## config.mk

```make
export PLATFORM = sky130hd
export DESIGN_NAME = rf_wb_arbiter
export DESIGN_NICKNAME = d
export VERILOG_FILES = /design/src/rtl/rf_wb_arbiter.sv
export SDC_FILE = /design/constraint.sdc
export NUM_CORES = 1
export LEC_CHECK = 0
export CAP_MARGIN = 20
export CORE_MARGIN = 10
export CORE_UTILIZATION = 45
export CTS_BUF_LIST = sky130_fd_sc_hd__clkbuf_16
export CTS_CLUSTER_SIZE = 16
export DETAILED_ROUTE_END_ITERATION = 10
export PLACE_DENSITY = 0.67
export SYNTH_ARGS = -nofsm -noshare
export SYNTH_HDL_FRONTEND = slang
export SYNTH_SLANG_ARGS = --single-unit
```

## constraint.sdc

```tcl
create_clock -name clk -period 3.4 [get_ports clk]
set_clock_uncertainty 0.15 [all_clocks]
set_input_delay 0.68 -clock clk [delete_from_list [all_inputs] [get_ports clk]]
set_output_delay 0.68 -clock clk [all_outputs]
set_load 0.1 [all_outputs]
```

## src/rtl/rf_wb_arbiter.sv

```systemverilog
// rf_wb_arbiter
// Writeback arbiter that sits in front of the register file's single write
// port. It merges two result streams onto that port:
//   - ALU results. These have priority and cannot be back-pressured.
//   - Load results. These are buffered in a small FIFO and drained during
//     slots the ALU does not use.
// Writes to x0 are discarded. Write-after-write order is preserved by
// squashing any buffered load that a newer ALU write to the same register
// overtakes.
//
// Ports
//   clk          rising-edge clock
//   reset        asynchronous reset, active low
//   alu_valid    ALU result valid this cycle
//   alu_addr     ALU destination register
//   alu_data     ALU result
//   alu_stall    registered; upstream must hold alu_valid=0 while it is high
//   ld_valid     load result offered
//   ld_ready     load accepted when ld_valid && ld_ready (combinational !full)
//   ld_addr      load destination register
//   ld_data      load data
//   rg_wrt_en    register file write enable (one-cycle pulse per write)
//   rg_wrt_addr  register file write address
//   rg_wrt_data  register file write data
//   fifo_count   entries held in the load FIFO, live or squashed
module rf_wb_arbiter #(
  parameter int DEPTH        = 4,
  parameter int STARVE_LIMIT = 8
) (
  input  logic                     clk,
  input  logic                     reset,
  input  logic                     alu_valid,
  input  logic [4:0]               alu_addr,
  input  logic [31:0]              alu_data,
  output logic                     alu_stall,
  input  logic                     ld_valid,
  output logic                     ld_ready,
  input  logic [4:0]               ld_addr,
  input  logic [31:0]              ld_data,
  output logic                     rg_wrt_en,
  output logic [4:0]               rg_wrt_addr,
  output logic [31:0]              rg_wrt_data,
  output logic [$clog2(DEPTH):0]   fifo_count
);

  localparam int AW = $clog2(DEPTH);
  localparam int CW = AW + 1;
  localparam int SW = $clog2(STARVE_LIMIT + 1);
  localparam logic [CW-1:0] DEPTH_C = CW'(DEPTH);
  localparam logic [SW-1:0] LIMIT_C = SW'(STARVE_LIMIT);

  // Load FIFO storage. The payload needs no reset: it is only read while
  // r_count says the slot is occupied.
  logic [4:0]       r_addr [DEPTH];
  logic [31:0]      r_data [DEPTH];
  logic [DEPTH-1:0] r_vld;
  logic [AW-1:0]    r_rd_ptr;
  logic [AW-1:0]    r_wr_ptr;
  logic [CW-1:0]    r_count;
  logic [SW-1:0]    r_starve;
  logic             r_stall;

  logic             r_wen;
  logic [4:0]       r_waddr;
  logic [31:0]      r_wdata;

  logic             w_empty;
  logic             w_full;
  logic             w_alu_win;
  logic             w_head_vld;
  logic             w_head_wr;
  logic             w_pop;
  logic             w_push;
  logic [CW-1:0]    w_count_nxt;
  logic [SW-1:0]    w_starve_nxt;
  logic [DEPTH-1:0] w_vld_nxt;

  assign w_empty   = (r_count == '0);
  assign w_full    = (r_count == DEPTH_C);
  assign w_alu_win = alu_valid && (alu_addr != 5'd0);

  // The head is only meaningful while the FIFO is non-empty.
  assign w_head_vld = !w_empty && r_vld[r_rd_ptr] && (r_addr[r_rd_ptr] != 5'd0);
  assign w_head_wr  = !w_alu_win && w_head_vld;

  // Any slot the ALU leaves free consumes the head. A squashed head pops
  // without a write.
  assign w_pop = !w_alu_win && !w_empty;

  // A load to x0 completes its handshake but is dropped. So is a load that
  // collides with a same-cycle ALU write to the same register: the load is
  // older, so the ALU value must be the one left in the register file.
  assign w_push = ld_valid && !w_full && (ld_addr != 5'd0) &&
                  !(w_alu_win && (ld_addr == alu_addr));

  always_comb begin
    w_count_nxt = r_count;
    case ({w_push, w_pop})
      2'b10:   w_count_nxt = r_count + 1'b1;
      2'b01:   w_count_nxt = r_count - 1'b1;
      default: w_count_nxt = r_count;
    endcase
  end

  // Starvation counter. It counts ALU wins while loads are waiting, clears
  // on any pop or when the FIFO is empty, and saturates at the limit. The
  // saturation also covers an ALU write that arrives while stalled.
  always_comb begin
    w_starve_nxt = r_starve;
    if (w_empty || w_pop) begin
      w_starve_nxt = '0;
    end else if (w_alu_win && (r_starve != LIMIT_C)) begin
      w_starve_nxt = r_starve + 1'b1;
    end
  end

  // WAW squash. A newer ALU write to a register invalidates every buffered
  // load to that register. Unoccupied slots may be cleared as well; that is
  // harmless because a push sets the valid bit again.
  always_comb begin
    w_vld_nxt = r_vld;
    if (w_alu_win) begin
      for (int i = 0; i < DEPTH; i++) begin
        if (r_addr[i] == alu_addr) begin
          w_vld_nxt[i] = 1'b0;
        end
      end
    end
    if (w_push) begin
      w_vld_nxt[r_wr_ptr] = 1'b1;
    end
  end

  always_ff @(posedge clk) begin
    if (w_push) begin
      r_addr[r_wr_ptr] <= ld_addr;
      r_data[r_wr_ptr] <= ld_data;
    end
  end

  always_ff @(posedge clk or negedge reset) begin
    if (!reset) begin
      r_vld    <= '0;
      r_rd_ptr <= '0;
      r_wr_ptr <= '0;
      r_count  <= '0;
      r_starve <= '0;
      r_stall  <= 1'b0;
      r_wen    <= 1'b0;
      r_waddr  <= 5'd0;
      r_wdata  <= 32'd0;
    end else begin
      r_vld    <= w_vld_nxt;
      r_count  <= w_count_nxt;
      r_starve <= w_starve_nxt;
      // Raised in the same edge the counter reaches the limit. It falls one
      // cycle after the pop that clears the counter.
      r_stall  <= (w_starve_nxt == LIMIT_C);
      if (w_push) begin
        r_wr_ptr <= r_wr_ptr + 1'b1;
      end
      if (w_pop) begin
        r_rd_ptr <= r_rd_ptr + 1'b1;
      end
      // Write port: the ALU wins first, then a live head. Otherwise the port
      // stays idle and address/data hold their last values.
      r_wen <= w_alu_win || w_head_wr;
      if (w_alu_win) begin
        r_waddr <= alu_addr;
        r_wdata <= alu_data;
      end else if (w_head_wr) begin
        r_waddr <= r_addr[r_rd_ptr];
        r_wdata <= r_data[r_rd_ptr];
      end
    end
  end

  assign ld_ready    = !w_full;
  assign alu_stall   = r_stall;
  assign rg_wrt_en   = r_wen;
  assign rg_wrt_addr = r_waddr;
  assign rg_wrt_data = r_wdata;
  assign fifo_count  = r_count;

endmodule

```

* Yosys cells after proc, flatten, opt, wreduce, memory -nomap -nowiden
Memory sizes are Yosys's and may differ from the RTL's. Index checks and enable logic that the tools add are counted.
Cells by class: order comparisons 3, eq/ne operators 10, reduce and logical (&&, ||, !) cells 23, div/mod/pow operators 0, multiply operators 0, mux-type cells 19, shifts and indexed selects 0, bitwise logic cells 1, $add $sub $neg 5
Operator list (count):
- two-way mux 32 bit | 2
- == test 5 bit | 5
- two-way mux 4 bit | 4
- nonzero test 5 bit | 3
- logical AND 1 bit | 11
- two-way mux 5 bit | 2
- two-way mux 1 bit | 8
- < comparator 2 x 3 -> 1 bit (second input constant) | 2
- one-hot mux 3 bit (2 select lines) | 1
- adder 2 x 1 -> 2 bit (second input constant) | 2
- adder 4 x 1 -> 4 bit (second input constant) | 1
- == test 4 bit (second input constant) | 1
- logical NOT 1 bit | 4
- != test 4 bit (second input constant) | 1
- OR 4 bit | 1
- nonzero test 2 bit | 2
- adder 3 x 1 -> 3 bit (second input constant) | 1
- == test 3 bit (second input constant) | 1
- logical NOT 3 bit | 1
- subtractor 3 x 1 -> 3 bit (second input constant) | 1
- binary-select mux 1 bit (select 2 bit) | 1
- demux 1 bit (select 2 bit) | 1
- == test 2 x 1 -> 1 bit (second input constant) | 1
- == test 2 bit (second input constant) | 1
- other kinds (2) | 3
Storage, ports and cells: bits in latches 0, input bits 78, memory bits (writable) 148, memory bits (read-only) 0, output and inout bits 43, bits in registers 54, word-level logic and storage cells 72, memories kept 2
Memory list:
- r_data | words 4, width 32, read ports 1, clocked after Yosys merged registers in 0, write ports 1, line 55 | logic [31:0] r_data [DEPTH];
- r_addr | words 4, width 5, read ports 5, clocked after Yosys merged registers in 0, write ports 1, line 54 | logic [4:0] r_addr [DEPTH];

* Longest topological paths before layout
depth in word-level cells 7, mapped depth 13, depth with buffers taken out 11

* Least setup slack after synthesis
Ideal clock, no wire load.
kind register to register, start point reg r_count[0] (netlist: fifo_count[0]), end point mem r_addr[0][0] (enable), setup slack -0.575 ns, setup time 0.398 ns, data arrival time 3.427 ns, required time 2.852 ns, cell stages (with the launch flop) 7, period minus slack after synthesis 3.975 ns, path buffers 1, cells stage by stage dfrtp_1 > inv_1 > nand3_1 > o211ai_1 > a21oi_1 > buf_2 > and2_1
Between the ends: word-level cells in the longest chain between the ends 7
RTL lines:
- from (decl) | line 59 | logic [CW-1:0] r_count;
- from (signal assigned) | line 154 | r_count <= w_count_nxt;
- == test 3 bit | line 79 | assign w_full = (r_count == DEPTH_C);
- logical NOT 1 bit
- via ld_ready | line 37 | output logic ld_ready,
- logical AND 1 bit (3 in series) | line 93 | assign w_push = ld_valid && !w_full && (ld_addr != 5'd0) &&
- two-way mux 1 bit | line 135 | if (w_push) begin
- two-way mux 1 bit (implied by the code) | line 136 | r_addr[r_wr_ptr] <= ld_addr;
- to (decl) | line 54
The timed path passes the listed nets, and every way through them passes these cells.

* Worst setup path after layout
start point in ld_addr[4], end point reg r_count[2] (netlist: fifo_count[2])
Between the ends: word-level cells in the longest chain between the ends 6, elaborated cells on any way between the ends 10, classes of those cells eq/ne: 3; mux: 1; reduce/logical: 6
RTL lines:
- from (decl) | line 38 | input logic [4:0] ld_addr,
- == test 5 bit | line 94 | !(w_alu_win && (ld_addr == alu_addr));
- logical AND 1 bit | line 94
- logical NOT 1 bit | line 94
- logical AND 1 bit * | line 93
- == test 2 x 1 -> 1 bit or == test 2 bit (tied branches) | line 98 | case ({w_push, w_pop})
- one-hot mux 3 bit (2 select lines) or nonzero test 2 bit (tied branches)
Every way passes the cells marked *; elsewhere a longest branch is shown, timed or not. A chain may end at the register's enable or synchronous reset.

==> results.sh <==
export IMPL_post_synth_top_area_cell="edfxtp_1"
export IMPL_cap_violations=0
export IMPL_ys_top_cells_by_area="edfxtp_1 52%, dfrtp_1 16%, mux4_2 9.2%"
export IMPL_ant_nets=0
export IMPL_critical_path_startpoint="ld_addr[4]"
export IMPL_finalSetupTns_ns=0
export IMPL_n_antenna_cell=0
export IMPL_path_max_fanout=6
export IMPL_setup_viol=0
export IMPL_p_sw_frac=0.425
export IMPL_r2r_start="r_rd_ptr[0]"
export IMPL_worst_setup_path_end_kind="flip-flop"
export IMPL_worstPathArrival_ns=3.03
export IMPL_period_minus_slack_ns=2.77
export IMPL_ios=121
export IMPL_globalRouteTotalUtil=0.153
export IMPL_power_density_nw_per_um2=1010
export IMPL_drc=0
export IMPL_syn_inst=517
export IMPL_final_layout_size_suffix_gt1_frac=0.283
export IMPL_gp_congestion=0.800
export IMPL_crit_buf_inv=3
export IMPL_mostFrequentLayoutCell="edfxtp_1"
export IMPL_grt_max_degree=39
export IMPL_worst_pin_slew_ns=0.622
export IMPL_dr_first_iter_drc_count=371
export IMPL_crit_cells=11
export IMPL_globalRouteMet3Util=0.0315
export IMPL_endpoint="fifo_count[2]"
export IMPL_syn2layout_area_growth_pct=25.9
export IMPL_layout_common_cells="148 x edfxtp_1, 81 x nor2_1, 76 x clkdlybuf4s50_1, 66 x buf_4, 52 x dfrtp_1"
export IMPL_die_width_um=158
export IMPL_ys_seq_area_frac=0.675
export IMPL_power_frac_comb=0.455
export IMPL_sequentialPowerShare=0.334
export IMPL_status="finished clean"
export IMPL_nNetsFinal=743
export IMPL_top_usage_layer="met2"
export IMPL_r2r_end="rg_wrt_data[10]"
export IMPL_synth_avg_cell_area_um2=16.6
export IMPL_syn_area_um2=8580
export IMPL_cp_top_family="buffers and inverters"
export IMPL_place_port_buffers=120
export IMPL_grt_setup_unrepaired="no"
export IMPL_ir_drop_mv=0.791
export IMPL_cts_hold_buf=0
export IMPL_slew_viol_final=0
export IMPL_grt_pass1_vias=5382
export IMPL_whs_ns=0.00953
export IMPL_cts_tree="done"
export IMPL_wl_um=19300
export IMPL_via_per_inst=5.41
export IMPL_cts_sinks=202
export IMPL_use_met1=0.192
export IMPL_total_power_mw=10.9
export IMPL_overflow=0
export IMPL_path_cells="clkdlybuf4s50_1 -> or4_1 -> o211ai_1 -> a21oi_1 -> inv_1 -> ha_1 -> inv_1 -> fa_1 -> xor2_1 -> nor2_1 -> xor2_1"
export IMPL_cp_required_ns=3.66
export IMPL_fmax_mhz=361
export IMPL_root_buffer="clkbuf_16"
export IMPL_routed_via_count=4892
export IMPL_max_slew_margin_rel=0.584
export IMPL_cts_buffers=21
export IMPL_cts_resized=0
export IMPL_hpwl_um=13200
export IMPL_min_period_over_period=0.814
export IMPL_hold_viol_final=0
export IMPL_antenna_found_initial=0
export IMPL_synth_edf_count=148
export IMPL_synth_top_area_frac=0.518
export IMPL_leakage_nw=3.86
export IMPL_ys_warn_count=0
export IMPL_slowest_stage="clkdlybuf4s50_1"
export IMPL_syn_num_nets=603
export IMPL_p_sw_mw=4.63
export IMPL_grt_first_pass_wirelength_um=29900
export IMPL_cts_max_level=1
export IMPL_worst_r2r_setup_slack_ns=0.83
export IMPL_synthArstFlopShare=0.267
export IMPL_clk_transition_reported_paths_ns=0.06
export IMPL_r2r_cells=6
export IMPL_die_area_um2=25000
export IMPL_cts_setup_buffers=0
export IMPL_drt_first_pass_iters=4
export IMPL_slowest_delay_ns=0.51
export IMPL_routedWlPerCell_um=21.4
export IMPL_initial_utilization=0.459
export IMPL_dominantRegCellSynth="edfxtp_1"
export IMPL_p_clk_frac=0.211
export IMPL_fp_row_count=50
export IMPL_fp_dieH_um=158
export IMPL_met2_usage=0.265
export IMPL_fp_coreArea_um2=18700
export IMPL_path_class="input port to flip-flop"
export IMPL_worstHoldPathType="input port to asynchronous set/reset pin"
export IMPL_power_internal_mw=6.26
export IMPL_clk_latency_ns=0.49
export IMPL_startpoint_type="input port"
export IMPL_nFillCells=1442
export IMPL_ys_types=41
export IMPL_synth_seq_cells=202
export IMPL_clk_path_buf_depth=3
synth_stat cells, types with 2 or more instances:
cell type	instances
a211oi_1	2
a211oi_2	30
a21oi_1	2
a221oi_1	5
a22o_1	4
and2_1	4
buf_2	16
buf_6	7
clkbuf_1	8
dfrtp_1	54
edfxtp_1	148
ha_1	7
inv_1	8
mux4_1	3
mux4_2	35
nand2_1	4
nand3_1	3
nand4_1	4
nor2_1	81
nor3_1	7
nor3b_1	33
xnor2_1	15
xor2_1	19
state kept, by name (all words and copies together), names as in the netlist:
name	count
r_vld	4
r_addr	20
rg_wrt_en	1
fifo_count	3
r_wr_ptr	2
alu_stall	1
r_rd_ptr	2
rg_wrt_data	32
r_starve	4
rg_wrt_addr	5
r_data	128
metrics by stage:
step           setup slack [ns]  cell area [um2]  std cells   util
2_1_floorplan             0.219             8600        517      -
3_3_place_gp              0.170            10100        868  0.540
3_5_place_dp              0.133            10100        868  0.540
4_1_cts                   0.643            10800        905  0.577
5_1_grt                   0.479            10800        905  0.577
6_report                  0.631            10800        905  0.577
worst min-delay path by stage:
| stage | from | endpoint | slack (ns) | cells past startpoint |
|---|---|---|---|---|
| 2_1_floorplan | reset | alu_stall | 0.23 | 0 |
| 3_3_place_gp | r_vld[0] | r_vld[0] | 0.33 | 1 |
| 3_5_place_dp | r_vld[0] | r_vld[0] | 0.34 | 1 |
| 4_1_cts | reset | rg_wrt_data[26] | 0.005 | 1 |
| 5_1_grt | reset | rg_wrt_data[26] | 0.03 | 1 |
| 6_report | reset | r_starve[1] | 0.01 | 1 |
power by group through the flow:
stage | sequential (mW) | clock [mW] | combinational [mW]
floorplan | 5.39 | 0 | 2.06
global placement | 3.65 | 0 | 4.96
detailed placement | 3.69 | 0 | 5.02
CTS | 3.65 | 2.35 | 5.02
global route | 3.70 | 2.46 | 5.22
finish | 3.64 | 2.29 | 4.96
cell families after synthesis:
| family | count (synthesis) | share of synthesized area |
|---|---|---|
| fa+ha+maj | 8 | 0.0125 |
| mux | 40 | 0.104 |
| flops | 202 | 0.675 |
| xor+xnor | 34 | 0.0347 |
| buf+inv | 41 | 0.0268 |
| simple gates | 144 | 0.0847 |
| compound gates | 48 | 0.0623 |
final cells by class:
class,instances,area (um2),area share
multi-input combinational,274,2590,0.240
timing repair buffer,150,1400,0.130
inverter,8,30.0,0.00278
clock buffer,21,526,0.0487
tap,234,293,0.0271
sequential,202,5800,0.537
clock inverter,16,164,0.0152
layer usage:
metal	share of wire	wire length [um]
met4	0.015	281
met3	0.056	1090
met1	0.42	8070
met2	0.51	9900
met5	0	0
No activity file was read; power rests on OpenSTA's default activity.
